==> src/rtl/uart_image_loader.sv <==
// uart_image_loader: receives 8N1 UART bytes from the host and writes them as
// consecutive pixels into the network image buffer. A completed frame raises a
// one-cycle start pulse. A framing error or an inter-byte timeout drops the
// partial frame and raises a one-cycle frame_err pulse.
// ADDR_W must be wide enough that 2**ADDR_W >= PIXELS.
module uart_image_loader #(
  parameter int FREQUENCY      = 50000000,
  parameter int BAUD           = 115200,
  parameter int PIXELS         = 784,
  parameter int ADDR_W         = 10,
  parameter int TIMEOUT_CYCLES = 500000
) (
  input  logic              clk,
  input  logic              rst_n,
  input  logic              rxd,
  input  logic              busy,
  output logic              wr_en,
  output logic [ADDR_W-1:0] wr_addr,
  output logic [7:0]        wr_data,
  output logic              start,
  output logic              frame_err,
  output logic              loading
);

  localparam int CPB  = FREQUENCY / BAUD;
  localparam int HALF = CPB / 2;
  localparam int CW   = $clog2(CPB + 1);
  localparam int TW   = $clog2(TIMEOUT_CYCLES + 1);

  localparam logic [CW-1:0]     BIT_END  = CW'(CPB - 1);
  localparam logic [CW-1:0]     BIT_MID  = CW'(HALF);
  localparam logic [TW-1:0]     TO_LAST  = TW'(TIMEOUT_CYCLES - 1);
  localparam logic [ADDR_W-1:0] PIX_LAST = ADDR_W'(PIXELS - 1);

  typedef enum logic [1:0] {IDLE, START, DATA, STOP} rx_state_t;

  rx_state_t         state;
  logic              sync1, rx_s;
  logic [CW-1:0]     baud_cnt;
  logic [2:0]        bit_idx;
  logic [7:0]        shreg;
  logic              byte_vld;
  logic              stop_err;
  logic [7:0]        rx_byte;

  logic [ADDR_W-1:0] pix_cnt;
  logic [TW-1:0]     to_cnt;
  logic              last_wr;

  // Two-flop synchronizer on the asynchronous line; idles high out of reset.
  always_ff @(posedge clk) begin
    if (!rst_n) begin
      sync1 <= 1'b1;
      rx_s  <= 1'b1;
    end else begin
      sync1 <= rxd;
      rx_s  <= sync1;
    end
  end

  // Receive FSM: mid-bit sampling, LSB first, registered byte/error pulses.
  always_ff @(posedge clk) begin
    if (!rst_n) begin
      state    <= IDLE;
      baud_cnt <= '0;
      bit_idx  <= '0;
      shreg    <= '0;
      byte_vld <= 1'b0;
      stop_err <= 1'b0;
      rx_byte  <= '0;
    end else begin
      byte_vld <= 1'b0;
      stop_err <= 1'b0;
      case (state)
        IDLE: begin
          baud_cnt <= '0;
          bit_idx  <= '0;
          if (!rx_s) state <= START;
        end
        START: begin
          if (baud_cnt == BIT_MID) begin
            baud_cnt <= '0;
            // A line that is high again at mid start bit was only a glitch.
            state    <= rx_s ? IDLE : DATA;
          end else begin
            baud_cnt <= baud_cnt + CW'(1);
          end
        end
        DATA: begin
          if (baud_cnt == BIT_END) begin
            baud_cnt <= '0;
            shreg    <= {rx_s, shreg[7:1]};
            bit_idx  <= bit_idx + 3'd1;
            if (bit_idx == 3'd7) state <= STOP;
          end else begin
            baud_cnt <= baud_cnt + CW'(1);
          end
        end
        STOP: begin
          if (baud_cnt == BIT_END) begin
            // Leave at mid stop bit so a start bit right after is not missed.
            baud_cnt <= '0;
            state    <= IDLE;
            rx_byte  <= shreg;
            byte_vld <= rx_s;
            stop_err <= !rx_s;
          end else begin
            baud_cnt <= baud_cnt + CW'(1);
          end
        end
        default: state <= IDLE;
      endcase
    end
  end

  // Frame tracking: pixel writes, frame completion, error/timeout drop.
  always_ff @(posedge clk) begin
    if (!rst_n) begin
      pix_cnt   <= '0;
      to_cnt    <= '0;
      wr_en     <= 1'b0;
      wr_addr   <= '0;
      wr_data   <= '0;
      last_wr   <= 1'b0;
      start     <= 1'b0;
      frame_err <= 1'b0;
      loading   <= 1'b0;
    end else begin
      wr_en     <= 1'b0;
      last_wr   <= 1'b0;
      frame_err <= 1'b0;
      start     <= last_wr;
      loading   <= (pix_cnt != '0);
      if (byte_vld && !busy) begin
        wr_en   <= 1'b1;
        wr_addr <= pix_cnt;
        wr_data <= rx_byte;
        to_cnt  <= '0;
        if (pix_cnt == PIX_LAST) begin
          pix_cnt <= '0;
          last_wr <= 1'b1;
        end else begin
          pix_cnt <= pix_cnt + ADDR_W'(1);
        end
      end else if (stop_err) begin
        // Any stop-bit error drops the frame and is always reported.
        pix_cnt   <= '0;
        to_cnt    <= '0;
        frame_err <= 1'b1;
      end else if (pix_cnt != '0 && state == IDLE) begin
        if (to_cnt == TO_LAST) begin
          // Buffer contents stay; only the next frame restarts at address 0.
          pix_cnt   <= '0;
          to_cnt    <= '0;
          frame_err <= 1'b1;
        end else begin
          to_cnt <= to_cnt + TW'(1);
        end
      end else if (pix_cnt == '0) begin
        to_cnt <= '0;
      end
    end
  end

endmodule
==> config.mk <==
export PLATFORM = sky130hd
export DESIGN_NAME = uart_image_loader
export DESIGN_NICKNAME = d
export VERILOG_FILES = /design/src/rtl/uart_image_loader.sv
export SDC_FILE = /design/constraint.sdc
export NUM_CORES = 1
export LEC_CHECK = 0
export CORE_ASPECT_RATIO = 0.8
export CORE_UTILIZATION = 45
export CTS_CLUSTER_DIAMETER = 150
export DETAILED_ROUTE_END_ITERATION = 12
export PLACE_DENSITY = 0.72
export SYNTH_ARGS = -nofsm -noshare
export SYNTH_HDL_FRONTEND = slang
export SYNTH_SLANG_ARGS = --single-unit
==> constraint.sdc <==
create_clock -name clk -period 4.3 [get_ports clk]
set_clock_uncertainty 0.1 [all_clocks]
set_input_delay 0.86 -clock clk [delete_from_list [all_inputs] [get_ports clk]]
set_output_delay 0.86 -clock clk [all_outputs]
set_load 0.02 [all_outputs]
==> results.json, run 1 <==
{
  "cts_buffer_depth": 2,
  "start_util_pct": 46.3,
  "async_reset_ff_share_pct": 0,
  "max_freq_mhz": 371,
  "start_kind": "input port",
  "maxCapViolations": 0,
  "clk_pin_slew_worst_paths_ns": 0.08,
  "top_level_ports": 26,
  "diodes": 0,
  "postSynthAreaPerCell_sq_um": 8.81,
  "post_cts_buffers": 0,
  "grtUsageTotal_pct": 18.6,
  "final_cell_mix": "86 x dfxtp_1, 56 x nand2_1, 49 x nor2_1",
  "place.gp.congestion": 0.878,
  "fp.dieW_microns": 103,
  "fin_crit_ns": 2.70,
  "rsz0062_at_grt": "no",
  "stdcell_area_sq_um": 4190,
  "port_buffers": 25,
  "dpl.hpwl_microns": 5150,
  "ys.warnings.count": 0,
  "clkLatencyLatePin_ns": 0.35,
  "cp-end-kind": "register",
  "synth-seq-cells": 86,
  "grt_pass1_wl_microns": 12300,
  "vias": 3025,
  "root_buffer": "clkbuf_8",
  "core-area_sq_um": 7910,
  "post_drt_wl_per_cell_microns": 13.3,
  "h-tree-depth": 3,
  "totalWireLength_microns": 7340,
  "cts_sinks": 86,
  "worst_slew_pin_slew_ns": 0.872,
  "viasPerCell": 5.48,
  "rows": 29,
  "cp.arrival_ns": 2.89,
  "synth_cell_type_count": 53,
  "die_area_sq_um": 8510,
  "grt-ovfl-total": 0,
  "grt_max_degree": 46,
  "drc": 0,
  "worstPathMaxFanout": 10,
  "relSlewSlack_pct": 41.9,
  "powerDensity_nw_per_um2": 318,
  "power.total_uw": 1330,
  "drv_slew": 0,
  "drive_gt1_share_pct": 6.53,
  "postPlaceCellArea_sq_um": 4010,
  "antenna_found_initial": 0,
  "worst-setup-path-type": "input port to register",
  "mostFrequentLayoutCell": "dfxtp_1",
  "firstDrtPassIters": 4,
  "cts_buffers": 9,
  "seq_area_frac_synth_pct": 47.0,
  "dieHeight_microns": 82.7,
  "synthFlopType": "dfxtp_1",
  "fin_crit_sh_pct": 62.7,
  "syn_inst": 416,
  "final_nets": 450,
  "syn_nets": 427,
  "synth_edf_count": 0,
  "status": "finished, final reports clean",
  "hp-class": "register to register",
  "post_cts_resized": 0,
  "ant_nets": 0,
  "ir_drop_mv": 0.202,
  "leakage_uw": 0.00149,
  "tns_ns": 0,
  "cp_data_required_time_ns": 4.50,
  "syn2layout_area_growth_pct": 14.3,
  "cts_tree": "done",
  "setup_viol": 0,
  "drt-initial-drc-count": 120,
  "hold_viol_final": 0,
  "grt_pass1_vias": 2630,
  "ctsHoldBuffers": 0,
  "synth_area_sq_um": 3660
}
[cells in the mapped netlist (4+ instances only)]
library cell	number	area share [%]
o21ai_0	6	0.82
nor2_1	49	5.0
a31oi_1	16	2.7
xnor2_1	5	1.2
clkbuf_1	12	1.2
ha_1	7	2.4
nand2b_1	4	0.68
nand3b_1	8	1.6
inv_1	6	0.61
a21oi_1	22	3.0
nor4_1	4	0.68
nand2_1	56	5.7
mux2i_1	18	4.9
nand3_1	24	3.3
a22o_1	4	0.96
dfxtp_1	86	47
and3_1	9	1.5
nand4_1	7	1.2
xor2_1	9	2.2
nor3_1	13	1.8
[registers in the layout, indices dropped and copies added (netlist names), 3 cells and up, named ones only]
register	flops
pix_cnt	10
wr_data	8
rx_byte	8
to_cnt	19
shreg	8
bit_idx	3
wr_addr	10
baud_cnt	9
[path summary, 6_finish.rpt]
| path | startpoint | endpoint | slack [ns] | cells after the start |
|---|---|---|---|---|
| setup / recovery | rst_n | to_cnt[17] | 1.60 | 6 |
| hold / removal | sync1 | rx_s | 0.32 | 1 |
| setup reg to reg | to_cnt[13] | to_cnt[17] | 1.69 | 5 |
| hold reg to reg | sync1 | rx_s | 0.32 | 1 |
[cells by family after synthesis]
kind of cell / count (synthesis) / share of synthesized area [%]
compound gates: 71 / 13.0
xor+xnor: 14 / 3.35
fa+ha+maj: 7 / 2.39
buf+inv: 24 / 2.66
flops: 86 / 47.0
mux: 19 / 5.23
simple gates: 195 / 26.3
[routing by layer]
| layer | global-route usage, % | vias to the layer above | wire length, microns |
|---|---|---|---|
| met5 | 0 | - | 0 |
| met1 | 26.3 | 1418 | 3700 |
| met3 | 5.56 | 7 | 372 |
| met2 | 27.6 | 59 | 3210 |
| li1 | - | 1541 | - |
| met4 | 4.37 | 0 | 63 |
[through the flow]
| step | util (%) | setup WS [ns] | hold slack, ns | instances |
|---|---|---|---|---|
| 5_1_grt | 52.9 | 1.48 | 0.345 | 552 |
| 3_3_place_gp | 50.7 | 1.35 | 0.294 | 536 |
| 4_1_cts | 52.9 | 1.61 | 0.321 | 552 |
| 3_5_place_dp | 50.7 | 1.24 | 0.301 | 536 |
| 2_1_floorplan | - | 1.87 | 0.286 | 416 |
| 6_report | 52.9 | 1.60 | 0.317 | 552 |
[area by class of cell]
class                   instances  area [sq um]
fillers                       753          3720
multi-input cells             306          1840
flip-flops and latches         86          1720
repair buffers                 29           280
well taps                     108           135
clock buffers                   9           124
clock inverters                 7          56.3
inverters                       7          26.3
[critical path, cell delays in order]
cell and delay, ns:
clkdlybuf4s50_1 0.69, inv_2 0.06, or3_1 0.41, nor3_1 0.56, a32o_1 0.21, a31o_1 0.09
[report_power, final]
group / internal, uW / switching (uW)
logic: 6.19 / 16.4
registers: 797 / 1.54
clock network: 216 / 296
(Power assumes the default switching activity.)
==> run 2, diff against run 1 <==
==> constraint.sdc (replaced) <==
create_clock -name clk -period 2.8 [get_ports clk]
set_clock_uncertainty 0.1 [all_clocks]
set_input_delay 0.56 -clock clk [delete_from_list [all_inputs] [get_ports clk]]
set_output_delay 0.56 -clock clk [all_outputs]
set_load 0.02 [all_outputs]
==> results.json, run 2 (synthesis gave the netlist of run 1 again) <==
{
  "status": "finished, final reports clean",
  "cp_common_cell": "a31oi_1",
  "ant_nets": 0,
  "tns_ns": 0,
  "antenna_found_initial": 0,
  "post_cts_buffers": 0,
  "worst-setup-path-type": "register to register",
  "clk_pin_slew_worst_paths_ns": 0.10,
  "fin_crit_sh_pct": 86.8,
  "top_level_ports": 26,
  "seq_area_sq_um": 1720,
  "rows": 29,
  "mostFrequentLayoutCell": "dfxtp_1",
  "cp_slowest_cell": "o41a_1",
  "ir_drop_mv": 0.296,
  "setup_viol": 0,
  "h-tree-depth": 3,
  "fp.dieW_microns": 103,
  "worst_slew_pin_slew_ns": 0.679,
  "die_area_sq_um": 8510,
  "core-area_sq_um": 7910,
  "drive_gt1_share_pct": 7.57,
  "drc": 0,
  "rsz0062_at_grt": "no",
  "max_freq_mhz": 411,
  "cp.arrival_ns": 2.56,
  "crit_end": "to_cnt[6]",
  "relSlewSlack_pct": 54.3,
  "hp-class": "register to register",
  "largest_register_ff_count": 19,
  "worstPathMaxFanout": 13,
  "maxCapViolations": 0,
  "multi_input_area_sq_um": 1840,
  "syn2layout_area_growth_pct": 16.0,
  "leakage_uw": 0.00152,
  "place.gp.congestion": 0.872,
  "r2r-start": "to_cnt[13]",
  "port_buffers": 25,
  "cts_sinks": 86,
  "dpl.hpwl_microns": 5190,
  "cp_data_required_time_ns": 2.93,
  "dp.cells": 541,
  "fin_cells": 557,
  "postPlaceCellArea_sq_um": 4060,
  "reg2reg_setup_slack_ns": 0.37,
  "start_kind": "register",
  "slowest_delay_ns": 0.61,
  "grt_pass1_vias": 2553,
  "grt_pass1_wl_microns": 12000,
  "crit_path_cell_trace": "nand4_1 -> or4_4 -> o41a_1 -> buf_4 -> a31oi_1 -> a31oi_1",
  "hold_viol_final": 0,
  "grt-ovfl-total": 0,
  "post_drt_wl_per_cell_microns": 13.3,
  "cts_tree": "done",
  "cts_buffers": 9,
  "ctsHoldBuffers": 0,
  "root_buffer": "clkbuf_8",
  "largestRegisters": "to_cnt (19), pix_cnt (10), wr_addr (10)",
  "final_nets": 455,
  "grt_max_degree": 46,
  "fill_cells": 751,
  "cp-startpoint": "to_cnt[13]",
  "final_cell_mix": "86 x dfxtp_1, 56 x nand2_1, 49 x nor2_1",
  "grtUsageTotal_pct": 18.3,
  "drv_slew": 0,
  "drt-initial-drc-count": 177,
  "dieHeight_microns": 82.7,
  "diodes": 0,
  "fin_crit_ns": 2.43,
  "cts_buffer_depth": 2,
  "timing.rr.end": "to_cnt[6]",
  "reg2reg_depth": 6,
  "powerDensity_nw_per_um2": 501,
  "firstDrtPassIters": 4,
  "post_cts_resized": 0,
  "top_register": "to_cnt",
  "cp-end-kind": "register",
  "viasPerCell": 5.48,
  "clkLatencyLatePin_ns": 0.36,
  "start_util_pct": 46.3,
  "totalWireLength_microns": 7390,
  "vias": 3051,
  "stdcell_area_sq_um": 4250
}
==> run 2: changes by cell type in the layout (fill, tap and decap cells not counted), sizes merged <==
cell	before	now
clkinvlp	1	0
inv	9	14
clkinv	4	0
buf	4	9
==> run 2: area by class of cell <==
type,count,share of cell area [%]
clock buffer,9,2.91
clock inverter,7,1.62
inverter,7,0.618
multi-input combinational,306,43.4
sequential,86,40.5
tap,108,3.18
timing repair buffer,34,7.77
==> run 2: routing by layer <==
| metal | vias up | track usage (%) | wire length (microns) |
|---|---|---|---|
| met5 | - | 0 | 0 |
| met4 | 0 | 5.07 | 52 |
| met3 | 6 | 5.81 | 289 |
| met2 | 70 | 27.1 | 3220 |
| met1 | 1427 | 25.5 | 3820 |
| li1 | 1548 | - | - |
==> run 2: worst max-delay path: cells and delay by family, from the launching register on <==
| kind | cells | cell delay, ns |
|---|---|---|
| AOI/OAI and AO/OA | 3 | 0.83 |
| and+or+nand+nor | 2 | 0.64 |
| DFF | 1 | 0.46 |
| buffers and inverters | 1 | 0.26 |
==> run 2: worst min path at each step <==
stage	start	to	cells after the start
detailed placement	sync1	rx_s	1
global route	sync1	rx_s	1
finish	sync1	rx_s	1
CTS	sync1	rx_s	1
global placement	sync1	rx_s	1
floorplan	sync1	rx_s	1
==> run 2: where the power goes <==
part	total [uW]	switching, uW	internal (uW)	leakage (uW)
clock network	866	512	354	0.000101
logic	37.8	25.8	11.9	0.000729
registers	1230	2.32	1220	0.000693
total	2130	540	1590	0.00152
==> run 2: through the flow <==
step	util, %	hold WS (ns)	power [uW]	setup slack (ns)
after floorplan	-	0.286	1280	0.667
after global placement	51.3	0.288	1290	0.355
after detailed placement	51.3	0.302	1290	0.310
after CTS	53.7	0.327	2150	0.391
after global routing	53.7	0.348	2210	0.248
final	53.7	0.327	2130	0.368
==> run 3, diff against run 2 <==
--- a/config.mk
+++ b/config.mk
@@ -5,10 +5,13 @@
 export SDC_FILE = /design/constraint.sdc
 export NUM_CORES = 1
 export LEC_CHECK = 0
+export CAP_MARGIN = 15
 export CORE_ASPECT_RATIO = 0.8
 export CORE_UTILIZATION = 45
 export CTS_CLUSTER_DIAMETER = 150
 export DETAILED_ROUTE_END_ITERATION = 12
+export GPL_ROUTABILITY_DRIVEN = 0
+export GPL_TIMING_DRIVEN = 1
 export PLACE_DENSITY = 0.72
 export SYNTH_ARGS = -nofsm -noshare
 export SYNTH_HDL_FRONTEND = slang
==> results of run 3 <==
Final layout, timing and power as in run 2 (identical DEF).
